[src/rtl/opb_s2p_pkg.sv]
// ---------------------------------------------------------------------------
// opb_s2p_pkg
// Shared definitions for the Simulink-to-PPC OPB capture register block:
//   - register word offsets (OPB_ABus[28:29])
//   - bus acknowledge state machine encoding
//   - STATUS / CTRL field positions and widths
//   - pack_status(): assembles the STATUS read word
// ---------------------------------------------------------------------------
package opb_s2p_pkg;

    // Word offsets within the slave window
    localparam logic [1:0] OFF_DATA   = 2'd0;
    localparam logic [1:0] OFF_STATUS = 2'd1;
    localparam logic [1:0] OFF_CTRL   = 2'd2;
    localparam logic [1:0] OFF_TSTAMP = 2'd3;

    // Bus acknowledge state machine
    typedef enum logic [1:0] {
        StIdle = 2'd0,
        StAck  = 2'd1,
        StWait = 2'd2
    } ack_state_e;

    // STATUS layout (little-endian register bit numbering)
    localparam int unsigned STATUS_VALID_BIT = 0;
    localparam int unsigned STATUS_OVF_LSB   = 8;
    localparam int unsigned STATUS_OVF_W     = 8;

    // CTRL layout: writing 1 here clears valid and overflow
    localparam int unsigned CTRL_CLR_BIT = 0;

    localparam logic [STATUS_OVF_W-1:0] OVF_MAX = '1;

    function automatic logic [31:0] pack_status(input logic                    valid,
                                                input logic [STATUS_OVF_W-1:0] ovf);
        logic [31:0] s;
        s                                   = '0;
        s[STATUS_VALID_BIT]                 = valid;
        s[STATUS_OVF_LSB +: STATUS_OVF_W]   = ovf;
        return s;
    endfunction

endpackage

[src/rtl/opb_register_simulink2ppc_if.sv]
// ---------------------------------------------------------------------------
// opb_register_simulink2ppc_if
// OPB slave-side bus bundle. Vectors keep the OPB big-endian [0:N] numbering.
//   master modport : drives OPB_* request signals, samples Sl_* responses
//   slave  modport : samples OPB_* request signals, drives Sl_* responses
// ---------------------------------------------------------------------------
interface opb_register_simulink2ppc_if;

    logic [0:31] OPB_ABus;
    logic [0:31] OPB_DBus;
    logic [0:3]  OPB_BE;
    logic        OPB_RNW;
    logic        OPB_select;
    logic        OPB_seqAddr;

    logic [0:31] Sl_DBus;
    logic        Sl_xferAck;
    logic        Sl_errAck;
    logic        Sl_retry;
    logic        Sl_toutSup;

    modport master (
        output OPB_ABus, OPB_DBus, OPB_BE, OPB_RNW, OPB_select, OPB_seqAddr,
        input  Sl_DBus, Sl_xferAck, Sl_errAck, Sl_retry, Sl_toutSup
    );

    modport slave (
        input  OPB_ABus, OPB_DBus, OPB_BE, OPB_RNW, OPB_select, OPB_seqAddr,
        output Sl_DBus, Sl_xferAck, Sl_errAck, Sl_retry, Sl_toutSup
    );

endinterface

[src/rtl/opb_slave_ack_fsm.sv]
// ---------------------------------------------------------------------------
// opb_slave_ack_fsm
// Address decode and single-beat acknowledge generation for the OPB slave.
// A hit sampled in idle produces a one-cycle registered ack; the machine then
// waits for OPB_select to drop before accepting another transfer.
//   OPB_Clk, OPB_Rst_n : clock, asynchronous active-low reset
//   i_abus, i_select, i_rnw : OPB request (address big-endian [0:31])
//   o_ack      : registered transfer acknowledge (one cycle)
//   o_rnw      : direction latched with the hit
//   o_offset   : word offset latched with the hit
// ---------------------------------------------------------------------------
module opb_slave_ack_fsm
    import opb_s2p_pkg::*;
#(
    parameter logic [31:0] C_BASEADDR = 32'h0100_0300,
    parameter logic [31:0] C_HIGHADDR = 32'h0100_03FF
) (
    input  logic        OPB_Clk,
    input  logic        OPB_Rst_n,
    input  logic [0:31] i_abus,
    input  logic        i_select,
    input  logic        i_rnw,
    output logic        o_ack,
    output logic        o_rnw,
    output logic [1:0]  o_offset
);

    ack_state_e  r_state;
    logic        r_ack;
    logic        r_rnw;
    logic [1:0]  r_offset;
    logic [31:0] w_addr;
    logic        w_hit;

    // Plain numeric view of the big-endian address
    assign w_addr = i_abus;
    assign w_hit  = i_select && (w_addr >= C_BASEADDR) && (w_addr <= C_HIGHADDR);

    always_ff @(posedge OPB_Clk or negedge OPB_Rst_n) begin
        if (!OPB_Rst_n) begin
            r_state  <= StIdle;
            r_ack    <= 1'b0;
            r_rnw    <= 1'b0;
            r_offset <= OFF_DATA;
        end else begin
            r_ack <= 1'b0;
            case (r_state)
                StIdle: begin
                    if (w_hit) begin
                        r_state  <= StAck;
                        r_ack    <= 1'b1;
                        r_rnw    <= i_rnw;
                        r_offset <= i_abus[28:29];
                    end
                end
                StAck: begin
                    r_state <= StWait;
                end
                StWait: begin
                    // Master must release select before the next transfer
                    if (!i_select) begin
                        r_state <= StIdle;
                    end
                end
                default: begin
                    r_state <= StIdle;
                end
            endcase
        end
    end

    assign o_ack    = r_ack;
    assign o_rnw    = r_rnw;
    assign o_offset = r_offset;

endmodule

[src/rtl/opb_register_simulink2ppc.sv]
// ---------------------------------------------------------------------------
// opb_register_simulink2ppc
// OPB slave that captures a 32-bit fabric value for the PowerPC.
//   OPB_Clk, OPB_Rst_n : clock, asynchronous active-low reset
//   opb_bus            : OPB slave bundle (opb_register_simulink2ppc_if.slave)
//   user_data_in       : value loaded into DATA on a capture
//   user_valid         : capture strobe
//   user_new_pending   : mirror of the STATUS valid flag
// Registers (word offsets): 0x0 DATA (RO), 0x4 STATUS (RO: valid, overflow
// count in [15:8]), 0x8 CTRL (WO, bit0 clears), 0xC TSTAMP.
// Build option: define SIMULINK2PPC_TIMESTAMP_EN to add a free-running cycle
// counter sampled into TSTAMP on every capture; otherwise 0xC reads zero.
// ---------------------------------------------------------------------------
module opb_register_simulink2ppc
    import opb_s2p_pkg::*;
#(
    parameter logic [31:0] C_BASEADDR   = 32'h0100_0300,
    parameter logic [31:0] C_HIGHADDR   = 32'h0100_03FF,
    parameter int          C_OPB_AWIDTH = 32,
    parameter int          C_OPB_DWIDTH = 32,
    parameter              C_FAMILY     = "virtex5"
) (
    input  logic                        OPB_Clk,
    input  logic                        OPB_Rst_n,
    opb_register_simulink2ppc_if.slave  opb_bus,
    input  logic [31:0]                 user_data_in,
    input  logic                        user_valid,
    output logic                        user_new_pending
);

    // Informational parameters; the bus is fixed at 32 bits
    localparam int          unused_widths = C_OPB_AWIDTH + C_OPB_DWIDTH;
    localparam logic [55:0] unused_family = C_FAMILY;

    logic                    w_ack;
    logic                    w_ack_rnw;
    logic [1:0]              w_ack_off;
    logic [31:0]             w_wdata;
    logic                    w_rd_clr;
    logic                    w_ctrl_clr;
    logic                    w_ovf_inc;
    logic [31:0]             w_rdata;
    logic [31:0]             w_tstamp;
    logic                    w_unused_bus;

    logic [31:0]             r_data;
    logic                    r_valid;
    logic [STATUS_OVF_W-1:0] r_ovf;
    logic [31:0]             w_data_d;
    logic                    w_valid_d;
    logic [STATUS_OVF_W-1:0] w_ovf_d;

    opb_slave_ack_fsm #(
        .C_BASEADDR (C_BASEADDR),
        .C_HIGHADDR (C_HIGHADDR)
    ) u_ack_fsm (
        .OPB_Clk   (OPB_Clk),
        .OPB_Rst_n (OPB_Rst_n),
        .i_abus    (opb_bus.OPB_ABus),
        .i_select  (opb_bus.OPB_select),
        .i_rnw     (opb_bus.OPB_RNW),
        .o_ack     (w_ack),
        .o_rnw     (w_ack_rnw),
        .o_offset  (w_ack_off)
    );

    // Little-endian view of write data; master holds it until ack
    assign w_wdata = opb_bus.OPB_DBus;

    assign w_unused_bus = ^{opb_bus.OPB_BE, opb_bus.OPB_seqAddr, w_wdata[31:1]};

    assign w_rd_clr   = w_ack && w_ack_rnw && (w_ack_off == OFF_DATA);
    assign w_ctrl_clr = w_ack && !w_ack_rnw && (w_ack_off == OFF_CTRL) &&
                        w_wdata[CTRL_CLR_BIT];

    // A capture only counts as overflow if nothing is clearing the flag now
    assign w_ovf_inc = user_valid && r_valid && !w_rd_clr && !w_ctrl_clr &&
                       (r_ovf != OVF_MAX);

    always_comb begin
        w_data_d  = r_data;
        w_valid_d = r_valid;
        w_ovf_d   = r_ovf;
        if (user_valid) begin
            w_data_d  = user_data_in;
            w_valid_d = 1'b1;
        end else if (w_rd_clr || w_ctrl_clr) begin
            w_valid_d = 1'b0;
        end
        if (w_ctrl_clr) begin
            w_ovf_d = '0;
        end else if (w_ovf_inc) begin
            w_ovf_d = r_ovf + 1'b1;
        end
    end

    always_ff @(posedge OPB_Clk or negedge OPB_Rst_n) begin
        if (!OPB_Rst_n) begin
            r_data  <= '0;
            r_valid <= 1'b0;
            r_ovf   <= '0;
        end else begin
            r_data  <= w_data_d;
            r_valid <= w_valid_d;
            r_ovf   <= w_ovf_d;
        end
    end

`ifdef SIMULINK2PPC_TIMESTAMP_EN
    logic [31:0] r_cycle_cnt;
    logic [31:0] r_tstamp;

    always_ff @(posedge OPB_Clk or negedge OPB_Rst_n) begin
        if (!OPB_Rst_n) begin
            r_cycle_cnt <= '0;
            r_tstamp    <= '0;
        end else begin
            r_cycle_cnt <= r_cycle_cnt + 32'd1;
            if (user_valid) begin
                r_tstamp <= r_cycle_cnt;
            end
        end
    end

    assign w_tstamp = r_tstamp;
`else
    assign w_tstamp = '0;
`endif

    always_comb begin
        w_rdata = '0;
        case (w_ack_off)
            OFF_DATA:   w_rdata = r_data;
            OFF_STATUS: w_rdata = pack_status(r_valid, r_ovf);
            OFF_CTRL:   w_rdata = '0;
            OFF_TSTAMP: w_rdata = w_tstamp;
            default:    w_rdata = '0;
        endcase
    end

    // Register values are used pre-edge, so a same-edge capture is not visible
    // on the bus; zero outside read acks keeps the OR-bus clean.
    assign opb_bus.Sl_DBus    = (w_ack && w_ack_rnw) ? w_rdata : '0;
    assign opb_bus.Sl_xferAck = w_ack;
    assign opb_bus.Sl_errAck  = 1'b0;
    assign opb_bus.Sl_retry   = 1'b0;
    assign opb_bus.Sl_toutSup = 1'b0;

    assign user_new_pending = r_valid;

endmodule

[src/flat_wrapper.sv]
// flat-port wrapper written by rule: the top's interface ports become plain ports
module opb_register_simulink2ppc_flat import opb_s2p_pkg::*;
#(
    parameter logic [31:0] C_BASEADDR   = 32'h0100_0300,
    parameter logic [31:0] C_HIGHADDR   = 32'h0100_03FF,
    parameter int          C_OPB_AWIDTH = 32,
    parameter int          C_OPB_DWIDTH = 32,
    parameter              C_FAMILY     = "       "
)
  (OPB_Clk, OPB_Rst_n, user_data_in, user_valid, user_new_pending, opb_bus_OPB_ABus, opb_bus_OPB_DBus, opb_bus_OPB_BE, opb_bus_OPB_RNW, opb_bus_OPB_select, opb_bus_OPB_seqAddr, opb_bus_Sl_DBus, opb_bus_Sl_xferAck, opb_bus_Sl_errAck, opb_bus_Sl_retry, opb_bus_Sl_toutSup);
  opb_register_simulink2ppc_if opb_bus_i ();
  input  logic OPB_Clk;
  input  logic OPB_Rst_n;
  input  logic [31:0] user_data_in;
  input  logic user_valid;
  output logic user_new_pending;
  input wire logic [$bits(opb_bus_i.OPB_ABus)-1:0] opb_bus_OPB_ABus;
  input wire logic [$bits(opb_bus_i.OPB_DBus)-1:0] opb_bus_OPB_DBus;
  input wire logic [$bits(opb_bus_i.OPB_BE)-1:0] opb_bus_OPB_BE;
  input wire logic [$bits(opb_bus_i.OPB_RNW)-1:0] opb_bus_OPB_RNW;
  input wire logic [$bits(opb_bus_i.OPB_select)-1:0] opb_bus_OPB_select;
  input wire logic [$bits(opb_bus_i.OPB_seqAddr)-1:0] opb_bus_OPB_seqAddr;
  output wire logic [$bits(opb_bus_i.Sl_DBus)-1:0] opb_bus_Sl_DBus;
  output wire logic [$bits(opb_bus_i.Sl_xferAck)-1:0] opb_bus_Sl_xferAck;
  output wire logic [$bits(opb_bus_i.Sl_errAck)-1:0] opb_bus_Sl_errAck;
  output wire logic [$bits(opb_bus_i.Sl_retry)-1:0] opb_bus_Sl_retry;
  output wire logic [$bits(opb_bus_i.Sl_toutSup)-1:0] opb_bus_Sl_toutSup;
  assign opb_bus_i.OPB_ABus = opb_bus_OPB_ABus;
  assign opb_bus_i.OPB_DBus = opb_bus_OPB_DBus;
  assign opb_bus_i.OPB_BE = opb_bus_OPB_BE;
  assign opb_bus_i.OPB_RNW = opb_bus_OPB_RNW;
  assign opb_bus_i.OPB_select = opb_bus_OPB_select;
  assign opb_bus_i.OPB_seqAddr = opb_bus_OPB_seqAddr;
  assign opb_bus_Sl_DBus = opb_bus_i.Sl_DBus;
  assign opb_bus_Sl_xferAck = opb_bus_i.Sl_xferAck;
  assign opb_bus_Sl_errAck = opb_bus_i.Sl_errAck;
  assign opb_bus_Sl_retry = opb_bus_i.Sl_retry;
  assign opb_bus_Sl_toutSup = opb_bus_i.Sl_toutSup;
  opb_register_simulink2ppc #(.C_BASEADDR(C_BASEADDR), .C_HIGHADDR(C_HIGHADDR), .C_OPB_AWIDTH(C_OPB_AWIDTH), .C_OPB_DWIDTH(C_OPB_DWIDTH), .C_FAMILY(C_FAMILY)) u_core (.OPB_Clk(OPB_Clk), .OPB_Rst_n(OPB_Rst_n), .opb_bus(opb_bus_i), .user_data_in(user_data_in), .user_valid(user_valid), .user_new_pending(user_new_pending));
endmodule
[config.mk]
export PLATFORM = sky130hd
export DESIGN_NAME = opb_register_simulink2ppc_flat
export DESIGN_NICKNAME = d
export VERILOG_FILES = /design/src/rtl/opb_s2p_pkg.sv /design/src/rtl/opb_register_simulink2ppc_if.sv /design/src/rtl/opb_slave_ack_fsm.sv /design/src/rtl/opb_register_simulink2ppc.sv /design/src/flat_wrapper.sv
export SDC_FILE = /design/constraint.sdc
export NUM_CORES = 1
export LEC_CHECK = 0
export ABC_AREA = 1
export ABC_CLOCK_PERIOD_IN_PS = 2800
export BUFFER_PORTS_ARGS = -buffer_cell sky130_fd_sc_hd__buf_2
export CORE_MARGIN = 2
export CORE_UTILIZATION = 30
export CTS_BUF_LIST = sky130_fd_sc_hd__clkbuf_4 sky130_fd_sc_hd__clkbuf_8
export DETAILED_ROUTE_END_ITERATION = 8
export PLACE_DENSITY = 0.57
export SETUP_SLACK_MARGIN = 0.02
export SYNTH_ARGS = -nofsm -noshare
export SYNTH_HDL_FRONTEND = slang
export SYNTH_SLANG_ARGS = --single-unit
[constraint.sdc]
create_clock -name OPB_Clk -period 2.8 [get_ports OPB_Clk]
set_input_delay 0.28 -clock OPB_Clk [delete_from_list [all_inputs] [get_ports OPB_Clk]]
set_output_delay 0.28 -clock OPB_Clk [all_outputs]
set_load 0.01 [all_outputs]
# == Yosys cells after proc, flatten, opt, wreduce, memory -nomap -nowiden ==
# Index checks and enable logic that the tools add are counted.
# totals
register_bits,47
output_inout_bits,37
# classes
addsub,1
n_lt_le_gt_ge,2
n_eq_ne,8
mux,11
reduce_logical,22
# op_table
operator,count
32-bit case mux with 3 select lines,1
"32-bit by 25-bit greater-or-equal comparator with 1-bit output, second input constant",1
"32-bit by 25-bit less-or-equal comparator with 1-bit output, second input constant",1
32-bit two-way mux,1
8-bit two-way mux,2
1-bit logical AND,11
"8-bit by 1-bit adder with 8-bit output, second input constant",1
"8-bit inequality test, second input constant",1
"2-bit == test, second input constant",3
2-bit case mux with 3 select lines,1
"2-bit by 1-bit == test with 1-bit output, second input constant",2
2-bit zero test,2
1-bit two-way mux,4
2-bit two-way mux,2
"2-bit inequality test, second input constant",2
2-bit AND reduction,2
2-bit nonzero test,2
1-bit zero test,3
2-bit OR reduction,1
1-bit logical OR,1

# == Logic depth before layout (Yosys ltp) ==
# logic_depth
word_depth,9
ltp_mapped,8
ltp_nobuf,8

# == By module ==
# Synthesis repeated with hierarchy kept, for this count alone.
# unflattened
cells_unflattened,324
hier_area_um2,2467.4
# modules_own_cells
module,n_inst,cells_each,area_each_um2,seq_area_each_um2
opb_register_simulink2ppc,1,274,2095.8,1026.0
opb_slave_ack_fsm,1,50,371.6,150.1

# == Worst setup path before layout ==
# No wires, ideal clock.
# synth_path
path_type,reg2out
start,"register u_core.u_ack_fsm.r_offset[0], in the netlist u_core.u_ack_fsm.o_offset[0]"
end,output opb_bus_Sl_DBus[10]
t_arrival_ns,1.002
t_required_ns,2.520
slack_ns,1.518
stages_incl_launch_ff,5
path_cell_list,dfrtp_1 -> nor2_1 -> nand2_2 -> buf_2 -> o22ai_1
# synth_via
elab_chain_cells,4
elab_cells_between_ends,7
classes_between,eq/ne (3); mux (2); reduce/logical (2)
# synth_lines
element,line_no,text
"start, declared",opb_slave_ack_fsm.sv:31,logic [1:0] r_offset;
"start signal, assigned",opb_slave_ack_fsm.sv:53,r_offset <= i_abus[28:29];
2-bit == test,opb_register_simulink2ppc.sv:132,case (w_ack_off)
2-bit OR reduction (no line),n/a,
32-bit case mux with 3 select lines *,opb_register_simulink2ppc.sv:132,
32-bit two-way mux *,opb_register_simulink2ppc.sv:143,assign opb_bus.Sl_DBus = (w_ack && w_ack_rnw) ? w_rdata : '0;
"end, declared",flat_wrapper.sv:23,output wire logic [$bits(opb_bus_i.Sl_DBus)-1:0] opb_bus_Sl_DBus;
# Every way passes the cells marked *; elsewhere a longest branch is shown, timed or not.

# == Worst setup path in the final report ==
# Ends and elaborated chain as after synthesis.

==> results_dict.tcl <==
set metrics [dict create \
    drive_gt1_share_pct 28.9 \
    critPathMaxStageDelay_ps 420 \
    leakagePower_nw 1.73 \
    multi_input_comb_area_um2 950 \
    total_via_count_after_detailed_routing 2238 \
    synthFlopType "dfrtp_1" \
    worstReg2RegEnd "u_core.r_ovf[7]$_DFFE_PN0P_" \
    outcome "complete, no violations" \
    critical_path.endpoint_type "output port" \
    vias_per_cell 4.33 \
    cp_data_arrival_time_ps 1790 \
    synth_sequential_area_ratio_pct 48.8 \
    clock_sink_count 47 \
    worstPathMaxFanout 34 \
    instances_no_fill 517 \
    r2r.worst_path.cells 8 \
    area_growth_syn_to_layout_pct 27.1 \
    clk_pin_slew_ps 90 \
    die_width_um 93.7 \
    fin_crit_sh_pct 74.0 \
    yosys_warnings 0 \
    yosys.cell_types.count 26 \
    vdd.ir_drop.worst_uv 195 \
    fin_nets 521 \
    synth-edff-count 0 \
    clock_skew_ps 13.8 \
    floorplan.initialDensity_pct 31.1 \
    post-dp-hpwl_um 3980 \
    worstPathRequired_ps 2520 \
    grt_antenna_before_repair 0 \
    layout.core_utilization_pct 39.5 \
    grt_pass1_vias 2129 \
    critical_path.slowest_cell "dfrtp_1" \
    regArea_mm2 0.00118 \
    count_of_h_tree_levels_built_during_cts 2 \
    layout_setup_ws_ps 729 \
    path_delay_family "simple AND/OR/NAND/NOR gates" \
    placement.setup.worst_slack_ps 976 \
    synth.cell_area_mm2 0.00241 \
    cts-buffers-inserted 5 \
    post-cts-setup-buffer-count 0 \
    synth_async_sr_flop_share_pct 100 \
    gp_routability_congestion 0.852 \
    routed_wire_length_per_instance_um 10.5 \
    slew_headroom_pct 32.1 \
    path_buf_inv 1 \
    fmaxAchievable_mhz 483 \
    tns_ps 0 \
    drv_cap 0 \
    final-max-slew-violation-count 0 \
    place_inst 509 \
    num_antenna_cells 0 \
    syn_avg_cell_area_um2 7.51 \
    rsz0062_at_grt "no" \
    cts.hold.buffers_added 0 \
    grt_max_degree 66 \
    grt_util_all_layers_pct 13.2 \
    finalWirelength_um 5430 \
    report.power.total_mw 1.47 \
    grt-ovfl-total 0 \
    wire_length_of_the_first_global_routing_pass_um 9380 \
    worstSetupStartpointType "flop" \
    min-delay-path-class "input pin to async pin" \
    yosysMostFrequentCell "nand2_1" \
    worst_r2r_startpoint "u_core.u_ack_fsm.o_ack$_DFF_PN0_" \
    cts.root.buffer_cell "clkbuf_8" \
    period_minus_slack_ps 2070 \
    post-synth-top-area-fraction_pct 48.8 \
    worstSetupPathType "flop to output port" \
    hold_viol_final 0 \
    drt-initial-drc-count 120 \
    crit_chain "nor2_1 > nand2_2 > o22ai_1 > buf_2" \
    synth.ff_latch_count 47 \
    drc 0 \
    synthTopCellsByCount "75 x nand2_1, 54 x inv_1, 47 x dfrtp_1" \
    io_pins 143 \
    ctsLongestPathBuffers 2 \
    ff2ff_setup_slack_ps 1000 \
    detail-route-antenna-nets 0 \
    ctsResizeCount 0 \
    synth.area.top_cells "dfrtp_1 49%, nand2_1 12%, inv_1 8.4%" \
    dpl-instance-area_mm2 0.00297 \
    portBuffers 97 \
    report.final.setup_viol 0 \
    full_die_area_mm2 0.00877 \
    core.rowCount 32 \
    n_fill_cell 829 \
    hold_slack_ps 145 \
    die_h_um 93.7 \
    postSynthCellCount 321 \
    power-per-cell-area_mw_per_mm2 480 \
    tritoncts "done" \
    yosysTopAreaCell "dfrtp_1" \
    tightest_slew_ps 1020 \
    final_area_mm2 0.00307 \
    drt_pass1_iterations 4 \
    core_region_area_mm2 0.00777 \
    clock_latency_ps 300 \
]
==> placed cells by master (no fill, tap or decap), types with 3 or more instances in the layout <==
master	Yosys	final
conb_1	1	3
inv_2	3	3
nand3_1	17	17
xor2_1	3	3
o22ai_1	9	9
clkbuf_8	0	6
nor2_2	3	3
o21ai_0	33	33
dfrtp_1	47	47
inv_1	54	54
nor2_1	43	43
nand4_1	3	3
nand2_1	75	75
buf_2	4	97
==> routing by layer <==
metal	share of wire, %	GRT usage, %
met4	1.2	3.86
met2	47	23.5
met3	5.7	2.81
met5	0	0
met1	46	16.1
==> sequential cells by signal, indices dropped and copies added (netlist names) <==
signal / flops
u_core.u_ack_fsm.o_offset: 2
u_core.user_new_pending: 1
u_core.r_ovf: 8
u_core.u_ack_fsm.o_rnw: 1
u_core.u_ack_fsm.r_state: 2
u_core.r_data: 32
u_core.u_ack_fsm.o_ack: 1
==> report_power, final <==
part / switching [mW] / internal, mW / leakage [nW] / total, mW
sequential: 0.0581 / 0.750 / 0.586 / 0.808
combinational: 0.137 / 0.103 / 1.10 / 0.240
clock: 0.224 / 0.202 / 0.0474 / 0.426
==> worst max-delay path by stage <==
stage                                                         from                     endpoint  slack, ps  depth (start not counted)
after global placement            u_core.u_ack_fsm.o_ack$_DFF_PN0_  u_core.r_ovf[4]$_DFFE_PN0P_        990                          8
after CTS                 u_core.u_ack_fsm.o_offset[0]$_DFFE_PN0P_          opb_bus_Sl_DBus[11]        660                          4
final                     u_core.u_ack_fsm.o_offset[0]$_DFFE_PN0P_          opb_bus_Sl_DBus[10]        730                          4
after floorplan           u_core.u_ack_fsm.o_offset[0]$_DFFE_PN0P_          opb_bus_Sl_DBus[10]       1520                          4
after detailed placement          u_core.u_ack_fsm.o_ack$_DFF_PN0_  u_core.r_ovf[7]$_DFFE_PN0P_        980                          8
after global routing      u_core.u_ack_fsm.o_offset[0]$_DFFE_PN0P_          opb_bus_Sl_DBus[10]        580                          4
==> area by class of cell <==
type,count,share of cell area [%]
Tap cell,102,4.16
Multi-Input combinational cell,203,31.0
Sequential cell,47,38.4
Clock buffer,6,2.69
Timing Repair Buffer,98,16.1
Clock inverter,2,0.530
Inverter,59,7.22
==> cells by family (layout without fill, tap and decap cells) <==
family / Yosys count / in the layout / synth area share, %
and+or+nand+nor: 149 / 149 / 26.8
buffers and inverters: 73 / 165 / 12.2
AOI/OAI and AO/OA: 47 / 47 / 10.5
DFF: 47 / 47 / 48.8
xor gates and xnor gates: 3 / 3 / 1.09
adders and majority gates: 1 / 1 / 0.519
other: 1 / 3 / 0.155
Note: power is estimated with default switching activity, not from simulation.
